==> src/rtl/jt12_amp_ctrl_pkg.sv <==
// Shared definitions for the amplifier volume sequencer: FSM state codes,
// volume code range and the counter sizing helper.
package jt12_amp_ctrl_pkg;

    localparam logic [1:0] ST_IDLE = 2'd0;
    localparam logic [1:0] ST_GAP  = 2'd1;
    localparam logic [1:0] ST_ZC   = 2'd2;

    localparam logic [2:0] VOL_MIN = 3'd0;
    localparam logic [2:0] VOL_MAX = 3'd7;

    // Bits needed to count 0..v-1, never less than one bit.
    function automatic int clog2(input int v);
        int r;
        r = 1;
        for (int i = 1; i < 31; i++) begin
            if ((1 << i) < v) r = i + 1;
        end
        return r;
    endfunction

endpackage

==> src/rtl/jt12_amp_zc.sv <==
// Per-channel zero-crossing tracker: remembers the sign of the last sample and
// keeps a sticky flag of crossings seen while armed.
module jt12_amp_zc
    import jt12_amp_ctrl_pkg::*;
(
    input  logic               clk,
    input  logic               rst_n,
    input  logic               sample_i,
    input  logic               clr_i,
    input  logic               arm_i,
    input  logic signed [13:0] din_i,
    output logic               cross_o
);

    logic sign_q;
    logic flag_q;
    logic cur_cross;

    // An exact zero counts as a crossing even without a sign change.
    assign cur_cross = (din_i[13] != sign_q) || (din_i == '0);
    assign cross_o   = flag_q | cur_cross;

    always_ff @(posedge clk or negedge rst_n) begin
        if (!rst_n) begin
            sign_q <= 1'b0;
            flag_q <= 1'b0;
        end else begin
            if (sample_i) sign_q <= din_i[13];
            if (clr_i) begin
                flag_q <= 1'b0;
            end else if (sample_i && arm_i && cur_cross) begin
                flag_q <= 1'b1;
            end
        end
    end

endmodule

==> src/rtl/jt12_amp_ctrl.sv <==
// Volume sequencer: walks the amplifier gain code one step at a time toward the
// effective target, spacing steps in samples and landing them on zero crossings.
module jt12_amp_ctrl
    import jt12_amp_ctrl_pkg::*;
#(
    parameter int RAMP_SAMPLES = 64,
    parameter int ZC_TIMEOUT   = 256
) (
    input  logic               rst_n,
    input  logic               clk,
    input  logic               sample,
    input  logic               vol_we,
    input  logic [2:0]         vol_din,
    input  logic               mute,
    input  logic signed [13:0] preleft,
    input  logic signed [13:0] preright,
    output logic [2:0]         volume,
    output logic               busy,
    output logic               step_forced
);

    localparam int GW = clog2(RAMP_SAMPLES);
    localparam int TW = clog2(ZC_TIMEOUT);
    localparam logic [GW-1:0] GAP_LAST = GW'(RAMP_SAMPLES - 1);
    localparam logic [TW-1:0] TO_LAST  = TW'(ZC_TIMEOUT - 1);

    logic [1:0]    state_q, state_d;
    logic [2:0]    vol_q, vol_d;
    logic [2:0]    target_q, target_d;
    logic [GW-1:0] gap_q, gap_d;
    logic [TW-1:0] to_q, to_d;
    logic          busy_q;
    logic          forced_q, forced_d;
    logic [2:0]    eff;
    logic          cross_l, cross_r, both_cross;
    logic          zc_clr, zc_arm;

    assign eff        = mute ? VOL_MIN : target_q;
    assign both_cross = cross_l & cross_r;
    assign zc_arm     = (state_q == ST_ZC);

    jt12_amp_zc u_zc_left (
        .clk      (clk),
        .rst_n    (rst_n),
        .sample_i (sample),
        .clr_i    (zc_clr),
        .arm_i    (zc_arm),
        .din_i    (preleft),
        .cross_o  (cross_l)
    );

    jt12_amp_zc u_zc_right (
        .clk      (clk),
        .rst_n    (rst_n),
        .sample_i (sample),
        .clr_i    (zc_clr),
        .arm_i    (zc_arm),
        .din_i    (preright),
        .cross_o  (cross_r)
    );

    always_comb begin
        state_d  = state_q;
        vol_d    = vol_q;
        gap_d    = gap_q;
        to_d     = to_q;
        forced_d = 1'b0;
        zc_clr   = 1'b0;
        target_d = vol_we ? vol_din : target_q;
        case (state_q)
            ST_IDLE: begin
                if (vol_q != eff) begin
                    state_d = ST_GAP;
                    gap_d   = '0;
                end
            end
            ST_GAP: begin
                if (vol_q == eff) begin
                    state_d = ST_IDLE;
                end else if (sample) begin
                    if (gap_q == GAP_LAST) begin
                        state_d = ST_ZC;
                        zc_clr  = 1'b1;
                        to_d    = '0;
                    end else begin
                        gap_d = gap_q + 1'b1;
                    end
                end
            end
            ST_ZC: begin
                if (vol_q == eff) begin
                    state_d = ST_IDLE;
                end else if (sample) begin
                    if (both_cross || (to_q == TO_LAST)) begin
                        // Step uses the eff seen this edge; a same-edge write lands next cycle.
                        if ((eff > vol_q) && (vol_q != VOL_MAX)) begin
                            vol_d = vol_q + 3'd1;
                        end else if ((eff < vol_q) && (vol_q != VOL_MIN)) begin
                            vol_d = vol_q - 3'd1;
                        end
                        forced_d = ~both_cross;
                        gap_d    = '0;
                        state_d  = (vol_d == eff) ? ST_IDLE : ST_GAP;
                    end else begin
                        to_d = to_q + 1'b1;
                    end
                end
            end
            default: state_d = ST_IDLE;
        endcase
    end

    always_ff @(posedge clk or negedge rst_n) begin
        if (!rst_n) begin
            state_q  <= ST_IDLE;
            vol_q    <= VOL_MIN;
            target_q <= VOL_MIN;
            gap_q    <= '0;
            to_q     <= '0;
            busy_q   <= 1'b0;
            forced_q <= 1'b0;
        end else begin
            state_q  <= state_d;
            vol_q    <= vol_d;
            target_q <= target_d;
            gap_q    <= gap_d;
            to_q     <= to_d;
            busy_q   <= (vol_q != eff);
            forced_q <= forced_d;
        end
    end

    assign volume      = vol_q;
    assign busy        = busy_q;
    assign step_forced = forced_q;

endmodule

==> config.mk <==
export PLATFORM = sky130hd
export DESIGN_NAME = jt12_amp_ctrl
export DESIGN_NICKNAME = d
export VERILOG_FILES = /design/src/rtl/jt12_amp_ctrl_pkg.sv /design/src/rtl/jt12_amp_zc.sv /design/src/rtl/jt12_amp_ctrl.sv
export SDC_FILE = /design/constraint.sdc
export NUM_CORES = 1
export LEC_CHECK = 0
export CELL_PAD_IN_SITES_DETAIL_PLACEMENT = 0
export CELL_PAD_IN_SITES_GLOBAL_PLACEMENT = 1
export CORE_AREA = 8 8 71 73
export CTS_BUF_LIST = sky130_fd_sc_hd__clkbuf_8
export CTS_CLUSTER_DIAMETER = 100
export DETAILED_ROUTE_END_ITERATION = 10
export DIE_AREA = 0 0 79 81
export DONT_BUFFER_PORTS = 1
export PLACE_DENSITY_LB_ADDON = 0.1
export SYNTH_ARGS = -nofsm -noshare
export SYNTH_HDL_FRONTEND = slang
export SYNTH_HIERARCHICAL = 1
export SYNTH_SLANG_ARGS = --single-unit
==> constraint.sdc <==
create_clock -name clk -period 2.55 [get_ports clk]
set_input_delay 0.51 -clock clk [delete_from_list [all_inputs] [get_ports clk]]
set_output_delay 0.51 -clock clk [all_outputs]
set_load 0.05 [all_outputs]
Word-level counts from Yosys, hierarchy flattened

Cells that the tools add are included.

Register bits after elaboration: 28
RAM bits: 0
Bits of input ports: 36
Bits in read-only memories: 0
Latch bits: 0
Word-level logic and storage cells: 108
Memories kept: 0
Output and inout port bits: 5

Multiply operators: 0
Shift-type cells: 0
Bitwise operators: 5
Magnitude comparators: 2
Mux-type cells: 43
Divide/modulo/power cells: 0
Equality and inequality tests: 23
Reduce and logical (&&, ||, !) cells: 20
$add $sub $neg: 4

Operator list:

| operator                                                      | count |
|---|---|
| 8-bit two-way mux                                             | 6 |
| 6-bit two-way mux                                             | 7 |
| 14-bit logical NOT                                            | 2 |
| 3-bit two-way mux                                             | 7 |
| 2-bit != test, second input constant                          | 9 |
| 6-bit case mux with 3 select lines                            | 1 |
| 8-bit case mux with 2 select lines                            | 1 |
| 3-bit != test, second input constant                          | 5 |
| 2-bit two-way mux                                             | 7 |
| 1-bit two-way mux                                             | 13 |
| 8-bit by 1-bit adder with 8-bit output, second input constant | 1 |
| 8-bit == test, second input constant                          | 1 |
| 8-bit AND reduction                                           | 1 |
| 7-bit AND reduction                                           | 1 |
| 6-bit by 1-bit adder with 6-bit output, second input constant | 1 |
| 3-bit == test                                                 | 2 |
| 6-bit == test, second input constant                          | 1 |
| 2-bit case mux with 3 select lines                            | 1 |
| 2-bit nonzero test                                            | 3 |
| 3-bit nonzero test                                            | 2 |
| 1-bit logical AND                                             | 5 |
| 5-bit AND reduction                                           | 1 |
| 4-bit AND reduction                                           | 1 |
| 3-bit by 1-bit adder with 3-bit output, second input constant | 1 |
| 12 further kinds                                              | 17 |

Depth between registers and ports, before layout

Gate-level depths: netlist (run 1).

Depth after elaboration: 15
Gate-level depth with buffers: 12
Mapped depth without buffers: 10

Cells and area by module

Netlist (run 1), hierarchy kept.

Modules (own cells, without submodules):

| module        | cells each | seq. area each (µm²) | times used | area each (µm²) |
|---|---|---|---|---|
| jt12_amp_ctrl | 166        | 600.6                | 1          | 1591.5 |
| jt12_amp_zc   | 13         | 50.0                 | 2          | 142.6 |

Worst setup path after synthesis (run 1)

OpenSTA, ideal clock, no wires.

Kind: register to register
Start point: reg vol_q[1], in the netlist volume[1]
End point: reg to_q[0]
Clock period less this slack: 2.508 ns
Data arrival time: 2.384 ns
Path slack: 0.042 ns
Cell stages (with the launch flop): 9
Path buffers: 2
Data required time: 2.425 ns
Setup time: 0.125 ns
Cell sequence: dfrtp_1 -> inv_1 -> ha_1 -> and3_4 -> buf_6 -> nor4_4 -> o21ba_2 -> buf_6 -> mux2_2

Cells in the longest elaborated chain, start to end: 3
Elaborated cells on any way between the ends: 4
Classes of those cells: eq/ne (3); reduce/logical (1)

Ends and longest elaborated chain:

| item                                     | line                                     | source |
|---|---|---|
| start: declaration                       | jt12_amp_ctrl.sv:28                      | `logic [2:0] vol_q, vol_d;` |
| start signal: assignment                 | jt12_amp_ctrl.sv:124                     | `vol_q <= vol_d;` |
| 3-bit == test (*)                        | jt12_amp_ctrl.sv:78, jt12_amp_ctrl.sv:91 |  |
| 2-bit != test (no source line)           | n/a                                      |  |
| 7-bit AND reduction (no source line) (*) | n/a                                      |  |
| end signal: assignment                   | jt12_amp_ctrl.sv:127                     | `to_q <= to_d;` |
| end: declaration                         | jt12_amp_ctrl.sv:31                      | `logic [TW-1:0] to_q, to_d;` |

Mark *: on every way between the ends. The rest lies on a longest branch, timed or not.
A chain may end at the register's enable or synchronous reset.

Worst setup path after layout (run 1)

Start point: reg vol_q[1], in the netlist volume[1]
End point: reg state_q[0]

Cells in the longest elaborated chain, start to end: 14
Elaborated cells on any way between the ends: 29
Classes of those cells: add/sub (2); order compare (2); eq/ne (9); mux (12); reduce/logical (4)

Ends and longest elaborated chain:

| item                                                                    | line                 | source |
|---|---|---|
| 3-bit less-than comparator / 3-bit nonzero test (equally long branches) | jt12_amp_ctrl.sv:98  | `end else if ((eff < vol_q) && (vol_q != VOL_MIN)) begin` |
| 1-bit logical AND                                                       | jt12_amp_ctrl.sv:98  |  |
| 3-bit two-way mux                                                       | jt12_amp_ctrl.sv:98  |  |
| 3-bit two-way mux                                                       | jt12_amp_ctrl.sv:96  | `if ((eff > vol_q) && (vol_q != VOL_MAX)) begin` |
| 3-bit two-way mux                                                       | jt12_amp_ctrl.sv:94  | `if (both_cross \|\| (to_q == TO_LAST)) begin` |
| 3-bit two-way mux                                                       | jt12_amp_ctrl.sv:93  | `end else if (sample) begin` |
| 3-bit two-way mux                                                       | jt12_amp_ctrl.sv:91  | `if (vol_q == eff) begin` |
| 3-bit two-way mux                                                       | jt12_amp_ctrl.sv:70  | `case (state_q)` |
| 3-bit == test                                                           | jt12_amp_ctrl.sv:103 | `state_d = (vol_d == eff) ? ST_IDLE : ST_GAP;` |
| 1-bit two-way mux                                                       | jt12_amp_ctrl.sv:103 |  |
| 2-bit two-way mux                                                       | jt12_amp_ctrl.sv:94  |  |
| 2-bit two-way mux                                                       | jt12_amp_ctrl.sv:93  |  |
| 2-bit two-way mux                                                       | jt12_amp_ctrl.sv:91  |  |
| 2-bit case mux with 3 select lines                                      | jt12_amp_ctrl.sv:70  |  |
| end signal: assignment                                                  | jt12_amp_ctrl.sv:123 | `state_q <= state_d;` |
| end: declaration                                                        | jt12_amp_ctrl.sv:27  | `logic [1:0] state_q, state_d;` |

Several ways; a longest one is shown, not always the timed one. The select of a mux whose other input is x is not followed.

==> impl_summary.txt, run 1 <==
----------------------------------------------------
[Die]
  Placeable Area ... between 3000 and 4000 µm²
  Number of primary I/O pins ... around 40
  Chip height ... roughly 80 µm
  Die width ... between 70 and 80 µm
  Initial Utilization ... approximately 48%
  Number of standard-cell rows in the floorplan ... 23
  Die area ... roughly 6400 µm²

[Worst setup path]
  Type of element launching the critical path ... flip-flop
  Top fanout value on the critical path ... 7
  Worst reg2reg path startpoint ... volume[1]
  Endpoint kind of the worst setup timing path ... flip-flop
  Endpoint arrival time on the critical path ... between 2 and 2.5 ns
  Destination of the worst register-to-register timing path ... state_q[0]
  Required time reported for the critical path endpoint ... 2.72 ns
  Type of the setup path with the least slack ... flip-flop to flip-flop
  Cell count of the worst reg-to-reg path ... 9
  Flop-to-flop setup slack ... 0.23 ns

[Finish]
  Synth-to-Final Area Change ... 7.53%
  Most common cell after layout, fill and taps aside ... sky130_fd_sc_hd__dfrtp_1
  Number of antenna diodes ... 0
  Fin util ... ~52%
  Fraction of final layout cells sized beyond drive strength 1 ... between 20% and 30%
  Final net count ... 245
  Most frequent cells in the layout ... sky130_fd_sc_hd__dfrtp_1 (28), sky130_fd_sc_hd__nand2_1 (19), sky130_fd_sc_hd__nor2_1 (17)
  Final standard cell area without fillers ... slightly above 2000 µm²
  Post-layout instance count excluding filler cells ... between 200 and 250

[Timing]
  Worst Hold Slack ... 0.0337 ns
  Normalized max-slew margin ... 69.7%
  Number of hold-slack violations in the final timing report ... 0
  Highest achievable clock rate ... approximately 430 MHz
  Period utilization ... between 90% and 100%
  Transition at the pin with the smallest max-transition slack ... around 0.45 ns
  Post-layout minimum cycle time ... between 2 and 2.5 ns
  Setup WS post-layout ... approximately 0.23 ns
  Final count of pins violating max slew ... 0
  Final number of setup-violating endpoints ... 0
  Clock Skews ... ~0.002 ns
  RSZ-0062 raised after global routing ... false
  Total Neg Setup Slack ... 0 ns

[Power]
  Power share of the clock group ... between 20% and 30%
  Fraction of power consumed by sequential logic ... a little over half
  Cell Int Power ... between 0.6 and 0.7 mW
  Switch share ... 28.4%
  Switching pwr ... roughly 0.28 mW
  IR Drop Worst-Case VDD ... about 0.27 mV
  Reported leakage power ... between 0.8 and 0.9 nW
  Logic gate share of total power ... 17.3%
  Overall Power ... approximately 0.97 mW
  PD cells ... 480 nW/µm²

[Status]
  Outcome ... finished, final reports clean

[Synth]
  Leading area contributor after synthesis ... sky130_fd_sc_hd__dfrtp_1
  Net count after synthesis ... approximately 240
  Mean instance size in the synthesized netlist ... roughly 9.8 µm²
  Fraction of the yosys area taken by sequential cells ... between 30% and 40%
  Post-synth design cell area ... roughly 1900 µm²
  Largest cells by area after synthesis ... sky130_fd_sc_hd__dfrtp_1 (37%), sky130_fd_sc_hd__ha_1 (6.0%), sky130_fd_sc_hd__nor4_2 (4.0%)
  Post-synth ARST share ... between 90% and 100%
  Number of standard cells after synthesis ... ~190
  Synthesis Warnings ... 6
  EDFF count, synth ... 0
  Number of synthesized register bits ... 28
  Number of distinct library cells after synthesis ... 51
  Dominant synthesized flop cell ... sky130_fd_sc_hd__dfrtp_1
  Proportion of netlist area held by the largest area contributor ... a little under two fifths

[CTS]
  Post-CTS clock slew at the launch and capture registers of the worst setup and hold paths ... approximately 0.10 ns
  Clk buf depth ... 2
  Num Clock Sinks ... 28
  TritonCTS buffer count ... 3
  CTS tree ... yes
  Maximum level of the CTS H-tree ... 1
  Clock root buffer master ... sky130_fd_sc_hd__clkbuf_8
  Post-cts gate resize count ... 0
  Insertion delay of the later-clocked pin in the worst-skew pair ... roughly 0.27 ns
  Number of setup buffers added after CTS ... 0

[GRT]
  GRT Total Usage ... ~14%
  Wire length of the first global-routing pass ... a little over 7000 µm
  Total congestion overflow after global routing ... 0
  Maximum number of pins on one net before global-route repair ... 29
  Number of global-route vias before repair ... approximately 1600
  Initial antenna violation count ... 0

[Drt]
  Initial DRT Pass Iterations ... 4
  Vias per std cell ... between 5 and 6
  Routed vias ... 1474
  Wire length after detailed routing ... between 4000 and 5000 µm
  Initial detailed-routing violation count ... 107
  Number of remaining DRC errors ... 0
  Final antenna-violating net count ... 0
  WL/cell ... between 15 and 20 µm

[Placement]
  Placed cell area ... 1940 µm²
  Total half-perimeter wirelength after legalization and detailed placement ... between 3000 and 4000 µm
  Setup WS pre-CTS ... 0.182 ns
  Final weighted congestion of routability-driven global placement ... about 0.84
  Cell Count Post-Placement ... around 240
  Count of input and output buffers ... 0

[Hold path]
  Path category of the worst min-delay check ... input port to async pin

[Job]
  Number of max-cap violations ... 0

----------------------------------------------------
area by class of cell:
cell class	instances	area, µm²
Inverter	9	33.8
Timing Repair Buffer	6	57.6
Tap cell	50	62.6
Sequential cell	28	701
Clock buffer	4	55.1
Fill cell	390	1900
Multi-Input combinational cell	152	1110
cells by family after synthesis:
group | synth area share (%)
simple gates | 25.5
buf+inv | 3.60
compound gates | 19.5
mux | 5.33
flops | 37.3
xor+xnor | 2.80
fa+ha+maj | 6.00
sequential cells by signal, summed over array words and instances, names as in the netlist:
| register | flops |
|---|---|
| busy | 1 |
| gap_q | 6 |
| state_q | 2 |
| step_forced | 1 |
| target_q | 3 |
| to_q | 8 |
| u_zc_left/flag_q | 1 |
| u_zc_left/sign_q | 1 |
| u_zc_right/flag_q | 1 |
| u_zc_right/sign_q | 1 |
| volume | 3 |
Yosys cell counts (2+ instances only):
cell type / n
sky130_fd_sc_hd__dfrtp_1: 28
sky130_fd_sc_hd__nand2_1: 19
sky130_fd_sc_hd__nor2_1: 17
sky130_fd_sc_hd__o21ai_1: 10
sky130_fd_sc_hd__ha_1: 9
sky130_fd_sc_hd__a21oi_1: 8
sky130_fd_sc_hd__o21ai_0: 8
sky130_fd_sc_hd__inv_1: 6
sky130_fd_sc_hd__mux2_2: 6
sky130_fd_sc_hd__nor4_2: 6
sky130_fd_sc_hd__o31ai_1: 6
sky130_fd_sc_hd__nand3_1: 5
sky130_fd_sc_hd__nor2b_1: 4
sky130_fd_sc_hd__a211oi_2: 3
sky130_fd_sc_hd__buf_6: 3
sky130_fd_sc_hd__inv_2: 3
sky130_fd_sc_hd__nand2b_1: 3
sky130_fd_sc_hd__nand4_1: 3
sky130_fd_sc_hd__nor3_1: 3
sky130_fd_sc_hd__o41ai_1: 3
sky130_fd_sc_hd__xnor2_1: 3
sky130_fd_sc_hd__xor2_1: 3
sky130_fd_sc_hd__a21o_1: 2
sky130_fd_sc_hd__nor3_2: 2
sky130_fd_sc_hd__o21a_1: 2
sky130_fd_sc_hd__or3_1: 2
how the worst max path moves through the flow:
stage / from / to / slack [ns]
finish: volume[1] / state_q[0] / 0.23
global route: volume[1] / to_q[3] / 0.06
CTS: volume[1] / state_q[0] / 0.21
detailed placement: mute / state_q[0] / 0.18
global placement: mute / state_q[0] / 0.24
floorplan: volume[1] / to_q[0] / 0.04
critical path, cell delays in order (launching register included):
cell and delay, ns:
sky130_fd_sc_hd__dfrtp_1 0.49, sky130_fd_sc_hd__inv_1 0.14, sky130_fd_sc_hd__ha_1 0.32, sky130_fd_sc_hd__nand2b_1 0.07
sky130_fd_sc_hd__a21o_1 0.23, sky130_fd_sc_hd__buf_4 0.18, sky130_fd_sc_hd__xnor2_1 0.11, sky130_fd_sc_hd__a211oi_1 0.31
sky130_fd_sc_hd__a211oi_2 0.06, sky130_fd_sc_hd__o31a_1 0.29
layer usage:
metal / track usage, % / vias up / part of all wire (%)
li1: - / 721 / -
met1: 15.4 / 732 / 43
met2: 25.3 / 17 / 53
met3: 2.10 / 4 / 2.4
met4: 4.81 / 0 / 1.0
met5: 0 / - / 0
power by group through the flow:
stage          clock network, mW  registers (mW)  logic [mW]
5_1_grt                    0.302           0.527       0.190
3_3_place_gp                   0           0.528       0.147
3_5_place_dp                   0           0.531       0.157
2_1_floorplan                  0           0.522       0.129
4_1_cts                    0.286           0.522       0.170
6_report                   0.279           0.522       0.168
repair_timing:
action,4_1_cts,5_1_grt
setup endpoints to repair,0,0
hold buffers,1,0
endpoints found under the hold margin,28,0
No activity file was read; power rests on OpenSTA's default activity.
==> run 2, diff against run 1 <==
--- a/config.mk
+++ b/config.mk
@@ -14,6 +14,7 @@
 export DIE_AREA = 0 0 79 81
 export DONT_BUFFER_PORTS = 1
 export PLACE_DENSITY_LB_ADDON = 0.1
+export SKIP_LAST_GASP = 1
 export SYNTH_ARGS = -nofsm -noshare
 export SYNTH_HDL_FRONTEND = slang
 export SYNTH_HIERARCHICAL = 1
==> results of run 2 <==
Same layout as run 1: the final DEF is identical, and so are final timing and power.
